**src/rtl/fpu_dispatch_pkg.sv**
```systemverilog
// Shared types and defaults for the FPU dispatcher: op codes, FSM states,
// the writeback payload and the default in-flight depth and timeout.
package fpu_dispatch_pkg;

    localparam int unsigned DEPTH_DEF   = 4;
    localparam int unsigned TIMEOUT_DEF = 64;
    localparam int unsigned OP_W        = 3;
    localparam int unsigned NUM_OPS     = 8;
    localparam int unsigned TAG_W       = 6;
    localparam int unsigned DATA_W      = 32;

    typedef enum logic [OP_W-1:0] {
        OP_FADD  = 3'd0,
        OP_FSUB  = 3'd1,
        OP_FMUL  = 3'd2,
        OP_FDIV  = 3'd3,
        OP_FSQRT = 3'd4,
        OP_FTOI  = 3'd5,
        OP_ITOF  = 3'd6,
        OP_FABS  = 3'd7
    } fpu_op_e;

    typedef enum logic [1:0] {
        ST_IDLE  = 2'd0,
        ST_BUSY  = 2'd1,
        ST_FAULT = 2'd2
    } state_e;

    typedef struct packed {
        logic [TAG_W-1:0]  rd;
        logic [DATA_W-1:0] data;
    } wb_t;

    function automatic logic [NUM_OPS-1:0] op_onehot(input logic [OP_W-1:0] op);
        return NUM_OPS'(1) << op;
    endfunction

endpackage

```
**src/rtl/fpu_dispatch_tag_fifo.sv**
```systemverilog
// Synchronous tag FIFO; a push into a full FIFO is accepted only when a pop
// happens in the same cycle, and flush empties it.
module tag_fifo
    import fpu_dispatch_pkg::*;
#(
    parameter int unsigned DEPTH = DEPTH_DEF,
    parameter int unsigned W     = TAG_W
) (
    input  logic                         clk_i,
    input  logic                         rst_i,
    input  logic                         flush_i,
    input  logic                         push_i,
    input  logic                         pop_i,
    input  logic [W-1:0]                 data_i,
    output logic [W-1:0]                 head_c,
    output logic                         full_c,
    output logic                         empty_c,
    output logic [$clog2(DEPTH+1)-1:0]   count_o
);

    localparam int unsigned PTR_W = (DEPTH > 1) ? $clog2(DEPTH) : 1;
    localparam int unsigned CNT_W = $clog2(DEPTH + 1);

    logic [W-1:0]     mem_q [DEPTH];
    logic [PTR_W-1:0] wr_q, wr_d;
    logic [PTR_W-1:0] rd_q, rd_d;
    logic [CNT_W-1:0] cnt_q, cnt_d;
    logic             do_push;
    logic             do_pop;

    function automatic logic [PTR_W-1:0] ptr_inc(input logic [PTR_W-1:0] p);
        return (p == PTR_W'(DEPTH - 1)) ? '0 : p + PTR_W'(1);
    endfunction

    assign empty_c = (cnt_q == '0);
    assign full_c  = (cnt_q == CNT_W'(DEPTH));
    assign head_c  = mem_q[rd_q];
    assign count_o = cnt_q;
    assign do_pop  = pop_i && !empty_c;
    assign do_push = push_i && (!full_c || do_pop);

    always_comb begin
        wr_d  = wr_q;
        rd_d  = rd_q;
        cnt_d = cnt_q;
        if (flush_i) begin
            wr_d  = '0;
            rd_d  = '0;
            cnt_d = '0;
        end else begin
            if (do_push) wr_d = ptr_inc(wr_q);
            if (do_pop)  rd_d = ptr_inc(rd_q);
            case ({do_push, do_pop})
                2'b10:   cnt_d = cnt_q + CNT_W'(1);
                2'b01:   cnt_d = cnt_q - CNT_W'(1);
                default: cnt_d = cnt_q;
            endcase
        end
    end

    always_ff @(posedge clk_i) begin
        if (rst_i) begin
            wr_q  <= '0;
            rd_q  <= '0;
            cnt_q <= '0;
        end else begin
            wr_q  <= wr_d;
            rd_q  <= rd_d;
            cnt_q <= cnt_d;
        end
    end

    // Storage needs no reset: occupancy alone says which entries are live.
    always_ff @(posedge clk_i) begin
        if (do_push && !flush_i) mem_q[wr_q] <= data_i;
    end

endmodule

```
**src/rtl/fpu_dispatch.sv**
```systemverilog
// Issues CPU floating-point ops to the FPU one op class at a time, tracks
// destination tags in order, writes results back and faults on lost/spurious results.
module fpu_dispatch
    import fpu_dispatch_pkg::*;
#(
    parameter int unsigned DEPTH   = DEPTH_DEF,
    parameter int unsigned TIMEOUT = TIMEOUT_DEF
) (
    input  logic                sys_clk,
    input  logic                rst,
    input  logic                req_valid,
    output logic                req_ready,
    input  logic [OP_W-1:0]     req_op,
    input  logic [TAG_W-1:0]    req_rd,
    input  logic [DATA_W-1:0]   req_x1,
    input  logic [DATA_W-1:0]   req_x2,
    output logic [NUM_OPS-1:0]  fpu_opcode,
    output logic [DATA_W-1:0]   fpu_x1,
    output logic [DATA_W-1:0]   fpu_x2,
    input  logic [DATA_W-1:0]   fpu_y,
    input  logic                fpu_out_valid,
    output logic                wb_valid,
    output logic [TAG_W-1:0]    wb_rd,
    output logic [DATA_W-1:0]   wb_data,
    output logic                err,
    input  logic                clr_err
);

    localparam int unsigned CNT_W = $clog2(DEPTH + 1);
    localparam int unsigned WD_W  = $clog2(TIMEOUT + 1);

    state_e               state_q, state_d;
    logic [WD_W-1:0]      wdog_q, wdog_d;
    fpu_op_e              last_op_q, last_op_d;
    logic [NUM_OPS-1:0]   opc_q, opc_d;
    logic [DATA_W-1:0]    x1_q, x1_d;
    logic [DATA_W-1:0]    x2_q, x2_d;
    logic                 wbv_q, wbv_d;
    wb_t                  wb_q, wb_d;
    logic                 err_q, err_d;

    logic [TAG_W-1:0]     fifo_head_c;
    logic                 fifo_full_c;
    logic                 fifo_empty_c;
    logic [CNT_W-1:0]     fifo_count;
    logic                 issue;
    logic                 pop;
    logic                 spurious;
    logic                 flush;

    // Same-class ops only stack up, so results come back in issue order.
    assign req_ready = (state_q != ST_FAULT) &&
                       (fifo_empty_c || ((req_op == last_op_q) && !fifo_full_c));
    assign issue     = req_valid && req_ready;
    assign spurious  = fpu_out_valid && fifo_empty_c;
    assign pop       = fpu_out_valid && !fifo_empty_c && (state_q != ST_FAULT);
    assign flush     = (state_d == ST_FAULT);

    tag_fifo #(
        .DEPTH (DEPTH),
        .W     (TAG_W)
    ) u_tag_fifo (
        .clk_i   (sys_clk),
        .rst_i   (rst),
        .flush_i (flush),
        .push_i  (issue),
        .pop_i   (pop),
        .data_i  (req_rd),
        .head_c  (fifo_head_c),
        .full_c  (fifo_full_c),
        .empty_c (fifo_empty_c),
        .count_o (fifo_count)
    );

    always_comb begin
        state_d   = state_q;
        last_op_d = last_op_q;
        opc_d     = '0;
        x1_d      = x1_q;
        x2_d      = x2_q;
        wbv_d     = 1'b0;
        wb_d      = wb_q;

        case (state_q)
            ST_IDLE: begin
                if (spurious)   state_d = ST_FAULT;
                else if (issue) state_d = ST_BUSY;
            end
            ST_BUSY: begin
                if (spurious)
                    state_d = ST_FAULT;
                else if (!issue && !pop && (wdog_q == WD_W'(TIMEOUT - 1)))
                    state_d = ST_FAULT;
                else if (pop && !issue && (fifo_count == CNT_W'(1)))
                    state_d = ST_IDLE;
            end
            ST_FAULT: begin
                if (clr_err) state_d = ST_IDLE;
            end
            default: state_d = ST_IDLE;
        endcase

        wdog_d = ((state_q == ST_BUSY) && !issue && !pop) ? wdog_q + WD_W'(1) : '0;

        if (issue) begin
            last_op_d = fpu_op_e'(req_op);
            x1_d      = req_x1;
            x2_d      = req_x2;
            if (!spurious) opc_d = op_onehot(req_op);
        end

        if (pop) begin
            wbv_d   = 1'b1;
            wb_d.rd   = fifo_head_c;
            wb_d.data = fpu_y;
        end

        err_d = (state_d == ST_FAULT);
    end

    always_ff @(posedge sys_clk) begin
        if (rst) begin
            state_q   <= ST_IDLE;
            wdog_q    <= '0;
            last_op_q <= OP_FADD;
            opc_q     <= '0;
            x1_q      <= '0;
            x2_q      <= '0;
            wbv_q     <= 1'b0;
            wb_q      <= '0;
            err_q     <= 1'b0;
        end else begin
            state_q   <= state_d;
            wdog_q    <= wdog_d;
            last_op_q <= last_op_d;
            opc_q     <= opc_d;
            x1_q      <= x1_d;
            x2_q      <= x2_d;
            wbv_q     <= wbv_d;
            wb_q      <= wb_d;
            err_q     <= err_d;
        end
    end

    assign fpu_opcode = opc_q;
    assign fpu_x1     = x1_q;
    assign fpu_x2     = x2_q;
    assign wb_valid   = wbv_q;
    assign wb_rd      = wb_q.rd;
    assign wb_data    = wb_q.data;
    assign err        = err_q;

endmodule
```
**config.mk**
```make
export PLATFORM = sky130hd
export DESIGN_NAME = fpu_dispatch
export DESIGN_NICKNAME = d
export VERILOG_FILES = /design/src/rtl/fpu_dispatch_pkg.sv /design/src/rtl/fpu_dispatch_tag_fifo.sv /design/src/rtl/fpu_dispatch.sv
export SDC_FILE = /design/constraint.sdc
export NUM_CORES = 1
export LEC_CHECK = 0
export ABC_AREA = 1
export CORE_ASPECT_RATIO = 1.5
export CORE_MARGIN = 5
export CORE_UTILIZATION = 25
export CTS_BUF_LIST = sky130_fd_sc_hd__clkbuf_4 sky130_fd_sc_hd__clkbuf_8 sky130_fd_sc_hd__clkbuf_16
export DETAILED_ROUTE_END_ITERATION = 10
export GPL_TIMING_DRIVEN = 0
export HOLD_SLACK_MARGIN = 0.15
export SLEW_MARGIN = 25
export SYNTH_ARGS = -nofsm -noshare
export SYNTH_HDL_FRONTEND = slang
export SYNTH_SLANG_ARGS = --single-unit
```
**constraint.sdc**
```tcl
create_clock -name sys_clk -period 2.6 [get_ports sys_clk]
set_input_delay 0.78 -clock sys_clk [delete_from_list [all_inputs] [get_ports sys_clk]]
set_output_delay 0.78 -clock sys_clk [all_outputs]
set_load 0.005 [all_outputs]
```
-- Yosys cells after proc, flatten, opt, wreduce, memory -nomap -nowiden
Memories as Yosys holds them, arrays and structs flattened. A register that Yosys moved wholly into a read port is not among the register bits.
Index checks and enable logic that the tools add are counted.
- $add $sub $neg: 5
- eq/ne operators: 12
- shift operators: 1
- muxes and demuxes: 13
- bitwise logic cells: 2
- reductions and logical operators: 28
- operators by type and width (cell ; number):
    $mux 2 ; 8
    $logic_and 1x1->1 ; 15
    $eq 2x2->1 const B ; 5
    $shl 1x3->8 const A ; 1
    $add 7x1->7 const B ; 1
    $eq 7x6->1 const B ; 1
    $pmux 2 s3 ; 1
    $pmux 3 s2 ; 1
    $logic_not 1->1 ; 5
    $add 2x1->2 const B ; 2
    $eq 2x1->1 const B ; 2
    $reduce_or 2->1 ; 2
    $add 3x1->3 const B ; 1
    $eq 3x1->1 const B ; 1
    $eq 3x3->1 ; 1
    $eq 3x3->1 const B ; 1
    $logic_not 3->1 ; 1
    $mux 1 ; 3
    $reduce_or 3->1 ; 1
    $sub 3x1->3 const B ; 1
    $logic_not 2->1 ; 1
    $logic_or 1x1->1 ; 2
    $ne 2x2->1 const B ; 1
    $not 1->1 ; 2
    $reduce_bool 2->1 ; 1
- bits in registers: 125
- RAM bits: 24
- bits of input ports: 110
- memories: 1
- memories (memory ; depth ; bits a word ; read ports ; clocked after memory_dff ; wr ports ; line ; source):
    u_tag_fifo.mem_q ; 4 ; 6 ; 1 ; 1 ; 1 ; fpu_dispatch_tag_fifo.sv:24 ; logic [W-1:0] mem_q [DEPTH];

-- Depth between registers and ports, before layout
Gate-level depths: netlist (run 1).
- depth in word-level cells: 18
- mapped depth: 14

-- Hierarchy
A second synthesis (run 1) with hierarchy kept.
- cells, all modules: 682
- area total of the unflattened synthesis: 5741.8 µm²
- modules (own cells, without submodules) (module ; instances ; cells an instance ; area each (µm²)):
    fpu_dispatch ; 1 ; 555 ; 4346.7
    tag_fifo ; 1 ; 127 ; 1395.1

-- Worst setup path after synthesis (run 1)
OpenSTA, ideal clock, no wires.
- path type: register to register
- from: reg u_tag_fifo.cnt_q[0] (netlist: u_tag_fifo.count_o[0])
- to: mem u_tag_fifo.mem_q[0][0] (netlist name), enable pin
- library setup time: 350 ps
- arrival: 2018 ps
- path slack: 232 ps
- stages on the path, launching flop included: 11
- path buffers: 0
- period minus slack after synthesis: 2368 ps
- cell sequence: dfxtp_1 > inv_1 > ha_1 > ha_1 > nor3_1 > inv_2 > nand3_1 > nand2_1 > nand2_1 > nand3_1 > nor2_1
- word-level cells in the longest chain between the ends: 18
- elaborated cells between the ends (all ways): 32
- classes of those cells: 3 x eq/ne; 8 x mux; 21 x reduce/logical
- ends and longest elaborated chain (element ; line ; source):
    start, declared ; fpu_dispatch_tag_fifo.sv:27 ; logic [CNT_W-1:0] cnt_q, cnt_d;
    start signal, assigned ; fpu_dispatch_tag_fifo.sv:69 ; cnt_q <= cnt_d;
    $eq 3x3->1 ; fpu_dispatch_tag_fifo.sv:36 ; assign full_c = (cnt_q == CNT_W'(DEPTH));
    $logic_not 1->1 ; fpu_dispatch_tag_fifo.sv:40, fpu_dispatch.sv:53 ;
    $logic_and 1x1->1 ; fpu_dispatch.sv:53 ; (fifo_empty_c || ((req_op == last_op_q) && !fifo_full_c));
    $logic_or 1x1->1 ; fpu_dispatch.sv:53 ;
    $logic_and 1x1->1 ; fpu_dispatch.sv:52 ; assign req_ready = (state_q != ST_FAULT) &&
    $logic_and 1x1->1 ; fpu_dispatch.sv:54 ; assign issue = req_valid && req_ready;
    $logic_not 1->1 ; fpu_dispatch.sv:92, fpu_dispatch.sv:94 ;
    $logic_and 1x1->1 (2 in series) ; fpu_dispatch.sv:94 ; else if (pop && !issue && (fifo_count == CNT_W'(1)))
    $mux 2 ; fpu_dispatch.sv:94 ;
    $mux 2 ; fpu_dispatch.sv:92 ; else if (!issue && !pop && (wdog_q == WD_W'(TIMEOUT - 1)))
    $mux 2 ; fpu_dispatch.sv:90 ; if (spurious)
    $pmux 2 s3 ; fpu_dispatch.sv:84 ; case (state_q)
    $eq 2x2->1 ; fpu_dispatch.sv:57 ; assign flush = (state_d == ST_FAULT);
    $logic_not 1->1 ; fpu_dispatch_tag_fifo.sv:75 ; if (do_push && !flush_i) mem_q[wr_q] <= data_i;
    $logic_and 1x1->1 (*) ; fpu_dispatch_tag_fifo.sv:75 ;
    $mux 1 (*) ; fpu_dispatch_tag_fifo.sv:75 ;
    $mux 1 (implied by the code) (*) ; fpu_dispatch_tag_fifo.sv:75 ;
    end, declared ; fpu_dispatch_tag_fifo.sv:24 ;
Mark *: on every way between the ends. The rest lies on a longest branch, timed or not.

-- Worst setup path in the final report (run 1)
- from: in req_op[2]
- to: out req_ready
- word-level cells in the longest chain between the ends: 4
- ends and longest elaborated chain (element ; line ; source):
    start, declared ; fpu_dispatch.sv:13 ; input logic [OP_W-1:0] req_op,
    $eq 3x3->1 ; fpu_dispatch.sv:53 ;
    $logic_and 1x1->1 ; fpu_dispatch.sv:53 ;
    $logic_or 1x1->1 ; fpu_dispatch.sv:53 ;
    $logic_and 1x1->1 ; fpu_dispatch.sv:52 ;
    end, declared ; fpu_dispatch.sv:12 ; output logic req_ready,
No other way between the ends.

==> results of run 1 <==
worst register-to-register path, stage by stage, from the launching register on:
cell	delay [ns]
dfxtp_1	0.36
inv_1	0.07
ha_1	0.24
ha_1	0.24
nor3_4	0.22
inv_2	0.13
nand3_1	0.12
nand2_1	0.06
nand2_1	0.19
nand3_4	0.18
nor2_4	0.24
where the power goes:
part	internal, W	total, W	leakage [nW]	switching (W)
sequential	0.00295	0.00319	1.29	0.000242
combinational	0.00141	0.00300	1.82	0.00159
clock	0.00151	0.00259	0.302	0.00108
layout make-up:
cell class	count	area, µm²	share of cell area
Clock inverter	13	154	0.0172
Sequential cell	155	3340	0.374
Buffer	36	160	0.0179
Multi-Input combinational cell	436	2150	0.240
Tap cell	276	345	0.0386
Inverter	36	138	0.0154
Timing Repair Buffer	221	2210	0.246
Clock buffer	19	458	0.0512
worst paths after layout:
path,end,slack [ns]
hold reg to reg,wdog_q[0],0.46
setup / recovery,req_ready,0.13
setup reg to reg,u_tag_fifo.mem_q[0][5],0.24
hold / removal,wdog_q[0],0.46
flip-flops by register name (all words and copies together) (netlist names):
register and flops:
wdog_q 7, wb_valid 1, wb_rd 6, last_op_q 3
u_tag_fifo.wr_q 2, u_tag_fifo.count_o 3, fpu_x2 32, u_tag_fifo.mem_q 24
wb_data 32, fpu_opcode 8, err 1, state_q 2
u_tag_fifo.rd_q 2, fpu_x1 32
synth_stat cells (2+ instances only):
cell,count
dfxtp_1,131
nor3_1,11
buf_1,2
clkbuf_1,25
nand2_1,150
xor2_1,3
mux2i_1,8
xnor2_1,4
buf_6,2
inv_1,30
o21ai_0,49
edfxtp_1,24
inv_2,5
nand3_2,2
nor2_1,103
nand4_2,2
buf_2,7
nand3_1,3
ha_1,12
a21oi_1,75
nand4_1,3
o221ai_1,6
what timing repair did:
item / CTS / global route
endpoints found under the setup margin: 30 / 28
pin swaps: 1 / 1
gates resized for setup: 22 / 5
cells by family after synthesis:
kind of cell | Yosys count
AND/OR/NAND/NOR | 277
buffers and inverters | 72
flip-flops | 155
adder cells (fa/ha/maj) | 12
AO/OA/AOI/OAI | 132
multiplexers | 8
XOR/XNOR | 7
cell usage in the layout (no fill, tap or decap), types with 10 or more instances in the layout:
cell             synthesis  routed
a21oi_1                 75      74
clkbuf_1                25      24
clkbuf_16                0      18
clkdlybuf4s50_1          0     217
dfxtp_1                131     130
edfxtp_1                24      24
ha_1                    12      12
inv_1                   30      30
nand2_1                150     150
nor2_1                 103      99
nor3_1                  11      10
o21ai_0                 49      49
stage by stage:
stage	setup slack, ns	TNS (ns)	std cells
5_1_grt	0.00480	0	1192
2_1_floorplan	0.232	0	663
6_report	0.132	0	1192
3_5_place_dp	-1.08	-60.51	1160
3_3_place_gp	-1.05	-58.74	1160
4_1_cts	0.0105	0	1192
metal layers:
layer	up-vias	wire length (µm)
li1	2639	-
met1	2311	6590
met2	167	8610
met3	19	1370
met4	0	297
met5	-	0
==> run_results.csv, run 1 <==
group,metric,value,unit
status,status,"complete, no violations",
critical_path,cp_cell_sequence,"dlygate4sd2_1 > inv_2 > nand2_1 > nand2_1 > nor2_1 > nand2_1 > a21boi_1 > clkbuf_2",
timing,finalMaxSlewViolations,0,
final_layout,antenna_cells,0,
synthesis,synthesis.area,5720,µm²
global_route,top_usage_layer,"met2",
synthesis,synth-compound-area-share,0.120,
synthesis,synthSimpleGateAreaFrac,0.193,
clocking,cts_buffer_depth,2,
critical_path,critPathLaunchType,"primary input",
final_layout,fin_area,8950,µm²
timing,worst_pin_slew,0.601,ns
critical_path,cp_slowest_stage_delay,0.28,ns
clocking,numCtsBuffers,17,
final_layout,nets,1025,
synthesis,synth_cell_types,28,
timing,period_minus_slack,2.47,ns
placed_design,portBuffers,221,
clocking,clock_latency,0.43,ns
final_layout,layout-drive-gt1-share,0.0688,
clocking,cts_tree,"yes",
global_route,antenna_found_initial,0,
timing,hold_viol_final,0,
global_route,grt_pass1_vias,5073,
route,num_vias,5136,
global_route,use_met2,0.236,
critical_path,critPathSlowestCell,"dlygate4sd2_1",
synthesis,synth_top_area_share,0.459,
floorplanning,core_area,22500,µm²
clocking,hold_buffers,0,
timing,whs,0.458,ns
synthesis,synth_top_family_by_area,"simple AND/OR/NAND/NOR gates",
placed_design,place_hpwl,12800,µm
synthesis,yosys.area.top_type,"dfxtp_1",
clocking,cts_num_sinks,155,
route,drtAntennaViolNets,0,
placed_design,placed_area,8280,µm²
synthesis,seq_area_frac_synth,0.585,
critical_path,crit_family,"buffers and inverters",
synthesis,ys_async_sr_fraction,0,
critical_path,worstPathRequired,1.82,ns
floorplanning,io_pins,223,
floorplanning,rows,67,
clocking,root_buffer,"clkbuf_16",
timing,min_period_over_period,0.949,
global_route,overflow,0,
clocking,clk_pin_slew,0.06,ns
synthesis,synth.avg_cell_area,8.62,µm²
synthesis,synthMuxAreaShare,0.0140,
synthesis,synthTopCellsByArea,"dfxtp_1 (46%), edfxtp_1 (13%), nand2_1 (9.8%)",
route,firstDrtPassIters,4,
critical_path,setup.worst_path.end_class,"output port",
global_route,grt.met1_usage,0.133,
power,ir_worst_vdd,0.000493,V
route,wire_per_inst,14.1,µm
global_route,grt_pass1_wl,26700,µm
synthesis,syn-num-nets,785,
min_path,hold_depth,1,
critical_path,path_depth,8,
global_route,grt_use_met3,0.0512,
route,drcViolationCount,0,
synthesis,synth-seq-cells,155,
critical_path,startpoint,"req_op[2]",
timing,fin_skew,0.00647,ns
critical_path,critical_path_buf_inv_count,3,
min_path,hold_path_class,"reg2reg",
timing,setup_viol,0,
power,leakage,3.41,nW
clocking,htreeDepth,4,
min_path,hp-start,"wdog_q[0]",
critical_path,timing.rr.start,"u_tag_fifo.count_o[1]",
critical_path,r2r.worst_path.cells,10,
floorplanning,die_w,133,µm
route,drtIter0Drc,154,
synthesis,synthAdderAreaFrac,0.0263,
floorplanning,die_h,195,µm
floorplanning,initial_core_util,0.255,
global_route,grt_start_max_net_pins,17,
placed_design,gp_congestion,0.748,
synthesis,syn-instance-count,663,
route,totalWireLength,16900,µm
critical_path,crit_type,"in2out",
synthesis,synth_xor_area_frac,0.0107,
job,cap_violations,0,
power,pwr_density_cell,981,nW/µm²
critical_path,path_max_fanout,4,
timing,relSlewSlack,0.599,
global_route,gr-usage-all-layers,0.129,
final_layout,postLayoutCoreUtil,0.398,
final_layout,fill_cells,2250,
clocking,cts_setup_buffers,0,
route,viasPerCell,4.31,
synthesis,synth_top_flop_cell,"dfxtp_1",
critical_path,arrival,1.69,ns
synthesis,ys_warn_count,0,
final_layout,area_growth_syn_to_layout,56.5,%
synthesis,synth_edf_count,24,
floorplanning,die-area,26100,µm²
power,fin_total_pwr,0.00878,W
timing,grt_setup_unrepaired,"false",
critical_path,critPathMostFrequentCell,"nand2_1",
timing,fmax,0.405,GHz
Power figures use the tool's default switching activity.
==> run 2: changes to the inputs <==
- CORE_MARGIN: 5 -> default
==> run_results.csv, run 2 (synthesized netlist as in run 1, its figures left out) <==
group,metric,value,unit
clocking,hold_buffers,0,
critical_path,critical_path_buf_inv_count,3,
global_route,grt_start_max_net_pins,17,
final_layout,multiInputGateArea,2150,µm²
power,ir_worst_vdd,0.000482,V
status,status,"finished with violations",
route,firstDrtPassIters,9,
route,viasPerCell,4.33,
global_route,gr-usage-all-layers,0.144,
timing,worst_slack,0.135,ns
final_layout,layout-drive-gt1-share,0.0698,
route,drtAntennaViolNets,0,
final_layout,fill_cells,2245,
critical_path,path_max_fanout,4,
route,drcViolationCount,16,
global_route,grt_pass1_vias,5090,
timing,min_period_over_period,0.948,
timing,grt_setup_unrepaired,"false",
critical_path,crit_type,"in2out",
critical_path,critPathLaunchType,"primary input",
job,cap_violations,0,
timing,period_minus_slack,2.46,ns
timing,hold_viol_final,0,
clocking,cts_tree,"yes",
final_layout,layout_commonest_cell,"clkdlybuf4s50_1",
timing,relSlewSlack,0.568,
clocking,clock_latency,0.43,ns
floorplanning,die-area,23500,µm²
critical_path,setup.worst_path.end_class,"output port",
floorplanning,rows,67,
floorplanning,die_w,125,µm
clocking,root_buffer,"clkbuf_16",
timing,setup_viol,0,
final_layout,mostFrequentLayoutCells,"clkdlybuf4s50_1 (217), nand2_1 (149), dfxtp_1 (131)",
critical_path,critPathMostFrequentCell,"nand2_1",
status,violations,"DRC",
power,leakage,3.41,nW
clocking,cts_buffer_depth,2,
floorplanning,core_area,22400,µm²
power,pwr_density_cell,976,nW/µm²
placed_design,gp_congestion,0.724,
critical_path,cp_slowest_stage_delay,0.28,ns
critical_path,crit_family,"buffers and inverters",
timing,tns,0,ns
timing,finalMaxSlewViolations,0,
placed_design,dp_slack,-1.09,ns
timing,worst_pin_slew,0.648,ns
timing,fin_skew,0.0117,ns
power,fin_total_pwr,0.00872,W
final_layout,nets,1026,
timing,fmax,0.406,GHz
critical_path,worstPathRequired,1.82,ns
global_route,grt_pass1_wl,26400,µm
min_path,hold_path_class,"reg2reg",
critical_path,arrival,1.68,ns
route,drtIter0Drc,178,
final_layout,seqCellArea,3340,µm²
placed_design,portBuffers,221,
global_route,antenna_found_initial,1,
floorplanning,initial_core_util,0.255,
route,wire_per_inst,13.5,µm
placed_design,place_hpwl,12200,µm
clocking,numCtsBuffers,17,
final_layout,area_growth_syn_to_layout,56.3,%
clocking,htreeDepth,4,
floorplanning,io_pins,223,
floorplanning,die_h,187,µm
clocking,cts_num_sinks,155,
route,num_vias,5165,
clocking,clk_pin_slew,0.06,ns
critical_path,critPathSlowestCell,"dlygate4sd2_1",
final_layout,antenna_cells,0,
global_route,overflow,0,
route,totalWireLength,16100,µm
critical_path,cp_cell_sequence,"dlygate4sd2_1 > inv_2 > nand2_1 > nand2_1 > nor2_1 > nand2_1 > a21boi_1 > clkbuf_2",
## run 2: repair_timing
item,CTS,global route
pin swaps,1,2
endpoints found under the setup margin,30,27
gates resized for setup,19,8
setup buffers,0,1
## run 2: final timing paths
kind,startpoint,end,slack [ns],cells past startpoint
max,req_op[2],req_ready,0.14,8
max reg2reg,u_tag_fifo.count_o[0],u_tag_fifo.count_o[1],0.22,11
min,wdog_q[0],wdog_q[0],0.45,1
min reg2reg,wdog_q[0],wdog_q[0],0.45,1
## run 2: final cells by class
cell class / count / share of cell area
buffer: 36 / 0.0179
clock buffer: 18 / 0.0504
clock inverter: 14 / 0.0165
inverter: 36 / 0.0154
multi-input combinational: 436 / 0.240
sequential: 155 / 0.374
tap: 276 / 0.0386
timing repair buffer: 222 / 0.247
## run 2: per-stage QoR
stage / hold slack (ns) / util / std cells / instance area, µm²
after CTS: 0.449 / 0.399 / 1192 / 8920
after global routing: 0.478 / 0.399 / 1193 / 8940
after detailed placement: 0.440 / 0.370 / 1160 / 8280
after global placement: 0.432 / 0.370 / 1160 / 8280
after floorplan: 0.418 / - / 663 / 5720
final: 0.447 / 0.399 / 1193 / 8940
## run 2: metal layers
metal | track usage | vias to the layer above | wire length (µm)
met5 | 0 | - | 11
met4 | 0.0624 | 2 | 339
met3 | 0.0515 | 20 | 1200
met2 | 0.259 | 168 | 8270
met1 | 0.150 | 2329 | 6290
li1 | - | 2646 | -
## run 2: power by group
group	switching, W	internal, W
registers	0.000242	0.00295
clock network	0.00111	0.00142
logic	0.00158	0.00143
total	0.00293	0.00579
==> run 3: changes to the inputs <==
--- a/config.mk
+++ b/config.mk
@@ -14,2 +14,4 @@
 export HOLD_SLACK_MARGIN = 0.15
+export MAX_ROUTING_LAYER = met4
+export RECOVER_POWER = 25
 export SLEW_MARGIN = 25
--- a/constraint.sdc
+++ b/constraint.sdc
@@ -3,2 +3,2 @@
 set_output_delay 0.78 -clock sys_clk [all_outputs]
-set_load 0.005 [all_outputs]
+set_load 0.05 [all_outputs]
==> run_results.csv, run 3 (synthesized netlist as in run 1, its figures left out) <==
group,metric,value,unit
route,totalWireLength,15900,µm
critical_path,critPathMostFrequentCell,"nand2_1",
placed_design,place_hpwl,11700,µm
final_layout,fin_area,8910,µm²
timing,hold_viol_final,0,
critical_path,critPathLaunchType,"primary input",
placed_design,placed_area,8280,µm²
timing,setup_viol,0,
critical_path,path_depth,8,
final_layout,layout-drive-gt1-share,0.0655,
status,violations,"DRC",
power,ir_worst_vdd,0.000478,V
timing,worst_pin_slew,0.600,ns
critical_path,r2r.worst_path.cells,10,
timing,finalMaxSlewViolations,0,
global_route,grt_pass1_wl,25800,µm
placed_design,portBuffers,221,
route,firstDrtPassIters,7,
final_layout,final-instance-count-excl-fill,1193,
power,pwr_density_cell,1120,nW/µm²
global_route,grt_pass1_vias,4996,
placed_design,dp.cells,1160,
status,status,"finished with violations",
global_route,overflow,0,
timing,tns,0,ns
global_route,antenna_found_initial,1,
floorplanning,rows,67,
clocking,hold_buffers,0,
critical_path,arrival,1.72,ns
route,viasPerCell,4.25,
clocking,htreeDepth,4,
clocking,cts_tree,"yes",
critical_path,worstPathRequired,1.82,ns
timing,whs,0.451,ns
critical_path,path_max_fanout,4,
floorplanning,io_pins,223,
critical_path,critical_path_buf_inv_count,3,
critical_path,cp_cell_sequence,"clkdlybuf4s15_1 > inv_2 > nand2_1 > nand2_1 > nor2_1 > nand2_1 > a21boi_2 > buf_6",
clocking,cts_buffer_depth,2,
timing,fin_skew,0.0103,ns
critical_path,crit_type,"in2out",
job,cap_violations,0,
critical_path,critPathSlowestCell,"clkdlybuf4s15_1",
clocking,clk_pin_slew,0.06,ns
floorplanning,die_h,187,µm
timing,period_minus_slack,2.50,ns
floorplanning,initial_core_util,0.255,
route,drtIter0Drc,185,
global_route,gr-usage-all-layers,0.144,
floorplanning,die_w,125,µm
global_route,grt_start_max_net_pins,17,
min_path,hold_depth,1,
final_layout,layout_commonest_cell,"clkdlybuf4s50_1",
critical_path,setup.worst_path.end_class,"output port",
critical_path,crit_family,"buffers and inverters",
clocking,root_buffer,"clkbuf_16",
clocking,numCtsBuffers,17,
final_layout,fill_cells,2264,
final_layout,area_growth_syn_to_layout,55.9,%
floorplanning,core_area,22400,µm²
power,leakage,3.37,nW
floorplanning,die-area,23500,µm²
route,drtAntennaViolNets,0,
min_path,hold_path_class,"reg2reg",
clocking,clock_latency,0.43,ns
final_layout,nets,1025,
critical_path,cp_slowest_stage_delay,0.25,ns
timing,fmax,0.400,GHz
route,wire_per_inst,13.3,µm
route,drcViolationCount,15,
timing,relSlewSlack,0.600,
timing,min_period_over_period,0.961,
clocking,cts_num_sinks,155,
placed_design,gp_congestion,0.723,
route,num_vias,5070,
final_layout,mostFrequentLayoutCells,"clkdlybuf4s50_1 (211), nand2_1 (149), dfxtp_1 (130)",
-- run 3: worst reg2reg max path, cell delays in order (launching register included) --
cell     delay, ns
dfxtp_2       0.36
inv_1         0.05
ha_1          0.24
ha_1          0.24
nor3_4        0.25
inv_2         0.14
nand3_1       0.14
nand2_1       0.07
nand2_2       0.13
nand3_4       0.15
nor2_4        0.23
-- run 3: metal layers --
metal	part of all wire	wire length, µm	up-vias	global-route usage
met2	0.50	7990	167	0.245
met1	0.41	6580	2235	0.159
li1	-	-	2648	-
met4	0.018	289	0	0.0577
met5	0	0	-	-
met3	0.064	1010	20	0.0375
-- run 3: where the power goes --
part | internal [W] | switching (W)
sequential | 0.00295 | 0.000247
combinational | 0.00143 | 0.00296
clock | 0.00135 | 0.00107
-- run 3: final timing paths --
kind	from	endpoint	slack, ns
min	wdog_q[0]	wdog_q[0]	0.45
max	req_op[2]	req_ready	0.10
min reg2reg	wdog_q[0]	wdog_q[0]	0.45
max reg2reg	u_tag_fifo.count_o[0]	u_tag_fifo.mem_q[0][4]	0.27
-- run 3: metrics by stage --
| stage | utilization | power [W] | worst slack, ns |
|---|---|---|---|
| finish | 0.398 | 0.0100 | 0.101 |
| detailed placement | 0.370 | 0.00758 | -1.10 |
| floorplan | - | 0.00608 | 0.0508 |
| global route | 0.398 | 0.0106 | -0.0116 |
| global placement | 0.370 | 0.00755 | -1.04 |
| CTS | 0.398 | 0.0101 | 0.00673 |
-- run 3: final cells by class --
cell class                      instances  area [µm²]  share of cell area
Tap cell                              276         345              0.0387
Multi-Input combinational cell        436        2150               0.241
Antenna cell                            1        2.50            0.000281
Buffer                                 36         156              0.0175
Clock buffer                           18         433              0.0486
Clock inverter                         14         135              0.0152
Inverter                               36         138              0.0154
Timing Repair Buffer                  221        2210               0.248
Sequential cell                       155        3340               0.375
-- run 3: what timing repair did --
action / 4_1_cts / 5_1_grt
endpoints found under the setup margin: 29 / 28
endpoints found under the hold margin: 0 / 0
pin swaps: 1 / 1
gates cloned: 0 / 0
resized for setup: 25 / 12
buffers inserted: 0 / 0
